**config.mk**
```make
export PLATFORM = sky130hd
export DESIGN_NAME = lime_io_bridge
export DESIGN_NICKNAME = d
export VERILOG_FILES = /design/src/rtl/lime_io_bridge.sv
export SDC_FILE = /design/constraint.sdc
export NUM_CORES = 1
export LEC_CHECK = 0
export ABC_AREA = 1
export CAP_MARGIN = 30
export CORE_ASPECT_RATIO = 1.4
export CORE_UTILIZATION = 30
export DETAILED_ROUTE_END_ITERATION = 12
export GPL_ROUTABILITY_DRIVEN = 0
export PLACE_DENSITY = 0.6
export SYNTH_ARGS = -nofsm -noshare
export SYNTH_HDL_FRONTEND = slang
export SYNTH_SLANG_ARGS = --single-unit
```
**constraint.sdc**
```tcl
create_clock -name CLK -period 2.4 [get_ports CLK]
set_input_delay 0.48 -clock CLK [delete_from_list [all_inputs] [get_ports CLK]]
set_output_delay 0.48 -clock CLK [all_outputs]
set_load 0.005 [all_outputs]
```
**src/rtl/lime_io_bridge.sv**
```systemverilog
// Buffered I/O bridge: input FIFO feeding the processor's main_input, output FIFO draining main_output.
// Optional `LIME_IO_CHANGE_DETECT_EN` turns any change of proc_output into a write event.

module lime_io_fifo #(
    parameter int WIDTH = 16,
    parameter int DEPTH = 4
) (
    input  logic                       clk_i,
    input  logic                       rst_i,
    input  logic                       push_i,
    input  logic                       pop_i,
    input  logic [WIDTH-1:0]           data_i,
    output logic [WIDTH-1:0]           head_o,
    output logic [$clog2(DEPTH):0]     count_o,
    output logic                       full_o,
    output logic                       empty_o
);
    localparam int AW = $clog2(DEPTH);
    localparam int CW = AW + 1;
    localparam logic [CW-1:0] FULL_CNT = CW'(DEPTH);

    logic [WIDTH-1:0] mem_q [DEPTH];
    logic [AW-1:0]    wptr_q, wptr_d;
    logic [AW-1:0]    rptr_q, rptr_d;
    logic [CW-1:0]    count_q, count_d;

    always_comb begin
        wptr_d  = wptr_q;
        rptr_d  = rptr_q;
        count_d = count_q;
        if (push_i) wptr_d = wptr_q + 1'b1;
        if (pop_i)  rptr_d = rptr_q + 1'b1;
        case ({push_i, pop_i})
            2'b10:   count_d = count_q + 1'b1;
            2'b01:   count_d = count_q - 1'b1;
            default: count_d = count_q;
        endcase
    end

    always_ff @(posedge clk_i) begin
        if (rst_i) begin
            wptr_q  <= '0;
            rptr_q  <= '0;
            count_q <= '0;
        end else begin
            wptr_q  <= wptr_d;
            rptr_q  <= rptr_d;
            count_q <= count_d;
        end
    end

    // Storage needs no reset: the head is gated by empty. A push while full
    // (only legal with a pop) overwrites the slot being popped.
    always_ff @(posedge clk_i) begin
        if (push_i && !rst_i) mem_q[wptr_q] <= data_i;
    end

    assign full_o  = (count_q == FULL_CNT);
    assign empty_o = (count_q == '0);
    assign count_o = count_q;
    assign head_o  = empty_o ? '0 : mem_q[rptr_q];
endmodule

module lime_io_bridge #(
    parameter int WIDTH = 16,
    parameter int DEPTH = 4
) (
    input  logic                   CLK,
    input  logic                   Reset,
    input  logic [WIDTH-1:0]       ext_in_data,
    input  logic                   ext_in_valid,
    output logic                   ext_in_ready,
    output logic [WIDTH-1:0]       proc_input,
    output logic                   proc_in_valid,
    input  logic                   proc_in_rd,
    input  logic [WIDTH-1:0]       proc_output,
    input  logic                   proc_out_wr,
    output logic [WIDTH-1:0]       ext_out_data,
    output logic                   ext_out_valid,
    input  logic                   ext_out_ready,
    output logic                   out_overflow,
    output logic [$clog2(DEPTH):0] in_count,
    output logic [$clog2(DEPTH):0] out_count
);
    logic in_full, in_empty, in_push, in_pop;
    logic out_full, out_empty, out_push, out_pop, out_wr_evt;
    logic ovf_q, ovf_d;

    // Input side: a full FIFO refuses even with a same-cycle pop, so ready
    // depends on fullness alone.
    assign in_push = ext_in_valid && !in_full;
    assign in_pop  = proc_in_rd && !in_empty;

    lime_io_fifo #(.WIDTH(WIDTH), .DEPTH(DEPTH)) u_in_fifo (
        .clk_i   (CLK),
        .rst_i   (Reset),
        .push_i  (in_push),
        .pop_i   (in_pop),
        .data_i  (ext_in_data),
        .head_o  (proc_input),
        .count_o (in_count),
        .full_o  (in_full),
        .empty_o (in_empty)
    );

    assign ext_in_ready  = !in_full;
    assign proc_in_valid = !in_empty;

`ifdef LIME_IO_CHANGE_DETECT_EN
    logic [WIDTH-1:0] shadow_q;

    always_ff @(posedge CLK) begin
        if (Reset) shadow_q <= '0;
        else       shadow_q <= proc_output;
    end

    assign out_wr_evt = proc_out_wr || (proc_output != shadow_q);
`else
    assign out_wr_evt = proc_out_wr;
`endif

    // Output side: a write into a full FIFO survives only if the consumer
    // frees a slot on the same edge.
    assign out_pop  = ext_out_ready && !out_empty;
    assign out_push = out_wr_evt && (!out_full || out_pop);

    lime_io_fifo #(.WIDTH(WIDTH), .DEPTH(DEPTH)) u_out_fifo (
        .clk_i   (CLK),
        .rst_i   (Reset),
        .push_i  (out_push),
        .pop_i   (out_pop),
        .data_i  (proc_output),
        .head_o  (ext_out_data),
        .count_o (out_count),
        .full_o  (out_full),
        .empty_o (out_empty)
    );

    assign ext_out_valid = !out_empty;

    assign ovf_d = ovf_q || (out_wr_evt && !out_push);

    always_ff @(posedge CLK) begin
        if (Reset) ovf_q <= 1'b0;
        else       ovf_q <= ovf_d;
    end

    assign out_overflow = ovf_q;
endmodule

```
==> summary.md <==
| Metric | Value |
|---|---|
| Total track usage | `0.130` |
| DPL Wire Length | `8520 um` |
| Synth cell count leaders | `152 x nor2_1, 128 x edfxtp_1, 54 x o21ai_1, 41 x a21oi_1, 34 x inv_1` |
| Minimum clock period | `2.34 ns` |
| Yosys reg bits | `147` |
| Post-Syn Area per Cell | `11.5 um2` |
| Max Fclk | `0.428 GHz` |
| Share of cells above drive strength 1 | `0.128` |
| Final Hold Violating Endpoints | `0` |
| Vias in the first global route | `4076` |
| First-pass GRT wire length | `20100 um` |
| CTS H-tree lvls | `4` |
| Max Cap Viol | `0` |
| Mapped Cells | `529` |
| Required @ worst endpoint | `1.92 ns` |
| Worst hold-check path type | `flip-flop to flip-flop` |
| Worst setup SP type | `flip-flop` |
| Vias | `4067` |
| Max incr delay on CP | `0.51 ns` |
| Synth Flop Type | `edfxtp_1` |
| I/O pin cnt | `80` |
| Tightest Pin Transition | `0.260 ns` |
| CTS Root Cell | `clkbuf_16` |
| Post-synth EDFFs | `128` |
| Skew final | `0.00587 ns` |
| Row cnt | `61` |
| Ys async rst share | `0` |
| CP max-delay cell | `clkdlybuf4s50_1` |
| Area post-placement | `7280 um2` |
| CP Buf/Inv Count | `2` |
| Area contributors post-synth | `edfxtp_1 63%, nor2_1 9.4%, dfxtp_1 6.3%` |
| Largest net degree at the start of global routing | `26` |
| Pre-CTS WS | `0.0927 ns` |
| YS warnings | `0` |
| Max IR drop VDD | `0.555 mV` |
| GR Overflow Total | `0` |
| Area leader, netlist | `edfxtp_1` |
| Finished Cell Area | `8140 um2` |
| Clock Tree Buf Depth | `2` |
| Core ar. | `19800 um2` |
| TritonCTS Sinks | `147` |
| Core Util, Final | `0.410` |
| Worst-Skew Late Latency | `0.41 ns` |
| WS Path Type | `flip-flop to output pin` |
| Initial core utilization | `0.306` |
| Pleak | `3.20 nW` |
| Nets | `679` |
| Drt total wl | `13100 um` |
| Initial antenna violation count | `0` |
| Sequential area share after synthesis | `0.695` |
| CTS Hold Bufs | `0` |
| Final Setup Violations | `0` |
| Synth-to-layout area growth | `33.9%` |
| Ant. Diodes | `0` |
| Most common cell in the netlist | `nor2_1` |
| Library cells used by synthesis | `23` |
| Cell mode on critical path | `nor2_1` |
| Net count after synthesis | `579` |
| Crit share post-route | `0.974` |
| TritonCTS Buffers | `17` |
| Initial drt markers | `318` |
| Pwr per Cell Area | `1050 nW/um2` |
| Worst-path clk slew | `0.06 ns` |
| PortBufs | `79` |
| Routed WL per cell | `14.7 um` |
| Vias per cell | `4.55` |
| CP Capture Type | `output pin` |
| Setup ws final | `0.0615 ns` |
| DRC viols | `0` |
| Post-synth top area share | `0.632` |
| Crit-path leading delay family | `buffers and inverters` |
| Slew margin rel. | `0.826` |
| Worst Path Arrival | `1.86 ns` |
| Status | `finished clean` |
| DRT Pass-1 Iters | `4` |
| Clock tree from TritonCTS | `yes` |
| Antenna Nets Post-Route | `0` |
| Critical Path, Cell by Cell | `buf_6, nor2_1, nor2_1, o21ai_2, a21oi_4, clkdlybuf4s50_1` |
| Die ar. | `20800 um2` |
| CP Max Fanout | `6` |
| DIE WIDTH | `122 um` |
| Mapped cell area | `6080 um2` |
| RSZ-0062 raised after global routing | `yes` |
| Die Height | `170 um` |
| Max Slew Vio Count | `0` |
worst reg2reg max path: stages (launching register included):
cell and delay (ns):
dfxtp_1 0.39, nor2_4 0.07, nand2_2 0.12, nand2_1 0.09, inv_1 0.09, ha_1 0.18
inv_1 0.08, fa_1 0.39, inv_1 0.07, nand2_1 0.06, nand3_1 0.09, nand2_1 0.06
nand2_1 0.07, nor2_1 0.04
metrics by stage:
stage          TNS [ns]  hold slack (ns)  power [mW]  cells
3_5_place_dp          0            0.453        5.72    857
4_1_cts         -0.0387            0.465        8.57    891
6_report              0            0.459        8.51    894
2_1_floorplan         0            0.441        4.46    529
5_1_grt         -0.0858            0.503        8.97    894
3_3_place_gp          0            0.442        5.66    857
per-layer routing:
| metal | routed length (um) | global-route usage |
|---|---|---|
| met5 | 0 | 0 |
| met4 | 195 | 0.0636 |
| met3 | 569 | 0.0312 |
| met2 | 6940 | 0.228 |
| met1 | 5430 | 0.145 |
final cells by class:
cell class | count | area [um2]
Inverter | 41 | 179
Sequential cell | 147 | 4240
Tap cell | 252 | 315
Clock buffer | 19 | 443
Clock inverter | 13 | 184
Fill cell | 1854 | 11700
Timing Repair Buffer | 104 | 1230
Multi-Input combinational cell | 318 | 1540
power by group:
part	switching (mW)	internal (mW)
logic	1.38	1.24
registers	0.152	2.97
clock network	0.991	1.77
state kept, by name, indices dropped and copies added (netlist names), named ones only:
signal / cells
u_in_fifo.rptr_q: 2
u_in_fifo.mem_q: 64
u_in_fifo.wptr_q: 2
u_out_fifo.mem_q: 64
out_overflow: 1
u_in_fifo.count_o: 3
u_out_fifo.rptr_q: 2
u_out_fifo.wptr_q: 2
u_out_fifo.count_o: 3
logic make-up (layout without fill, tap and decap cells):
logic type | Yosys count | in the layout | share of synthesized area
buffers and inverters | 64 | 177 | 0.0576
AO/OA/AOI/OAI | 110 | 110 | 0.0916
flip-flops | 147 | 147 | 0.695
adder cells (fa/ha/maj) | 12 | 12 | 0.0272
AND/OR/NAND/NOR | 196 | 196 | 0.128
cell usage in the layout, fill, tap and decap left out, drive strengths merged:
master         synthesis  routed
a21boi                 1       1
a21oi                 41      41
buf                   22      22
bufbuf                 0       1
bufinv                 0       4
clkbuf                 1      21
clkdlybuf4s50          0      48
clkinv                 0       5
clkinvlp               0       3
dfxtp                 19      19
dlygate4sd2            0      12
dlymetal6s2s           0      19
edfxtp               128     128
fa                     2       2
ha                    10      10
inv                   41      42
nand2                 29      29
nand3                 11      11
nand3b                 1       1
nand4                  1       1
nor2                 154     154
o21ai                 68      68
path summary, 6_finish.rpt:
check	start	to	slack [ns]	cells after the start
worst max-delay path	flip-flop	ext_out_data[1]	0.06	6
worst min-delay path	out_overflow	out_overflow	0.46	2
worst max register to register	u_in_fifo.count_o[0]	u_in_fifo.count_o[2]	0.50	13
worst min register to register	out_overflow	out_overflow	0.46	2
what timing repair did:
action	CTS	global route
gates resized for setup	37	26
setup buffers	1	1
pin swaps	7	4
endpoints found under the setup margin	32	19
cloned	1	2
(Power assumes the default switching activity.)
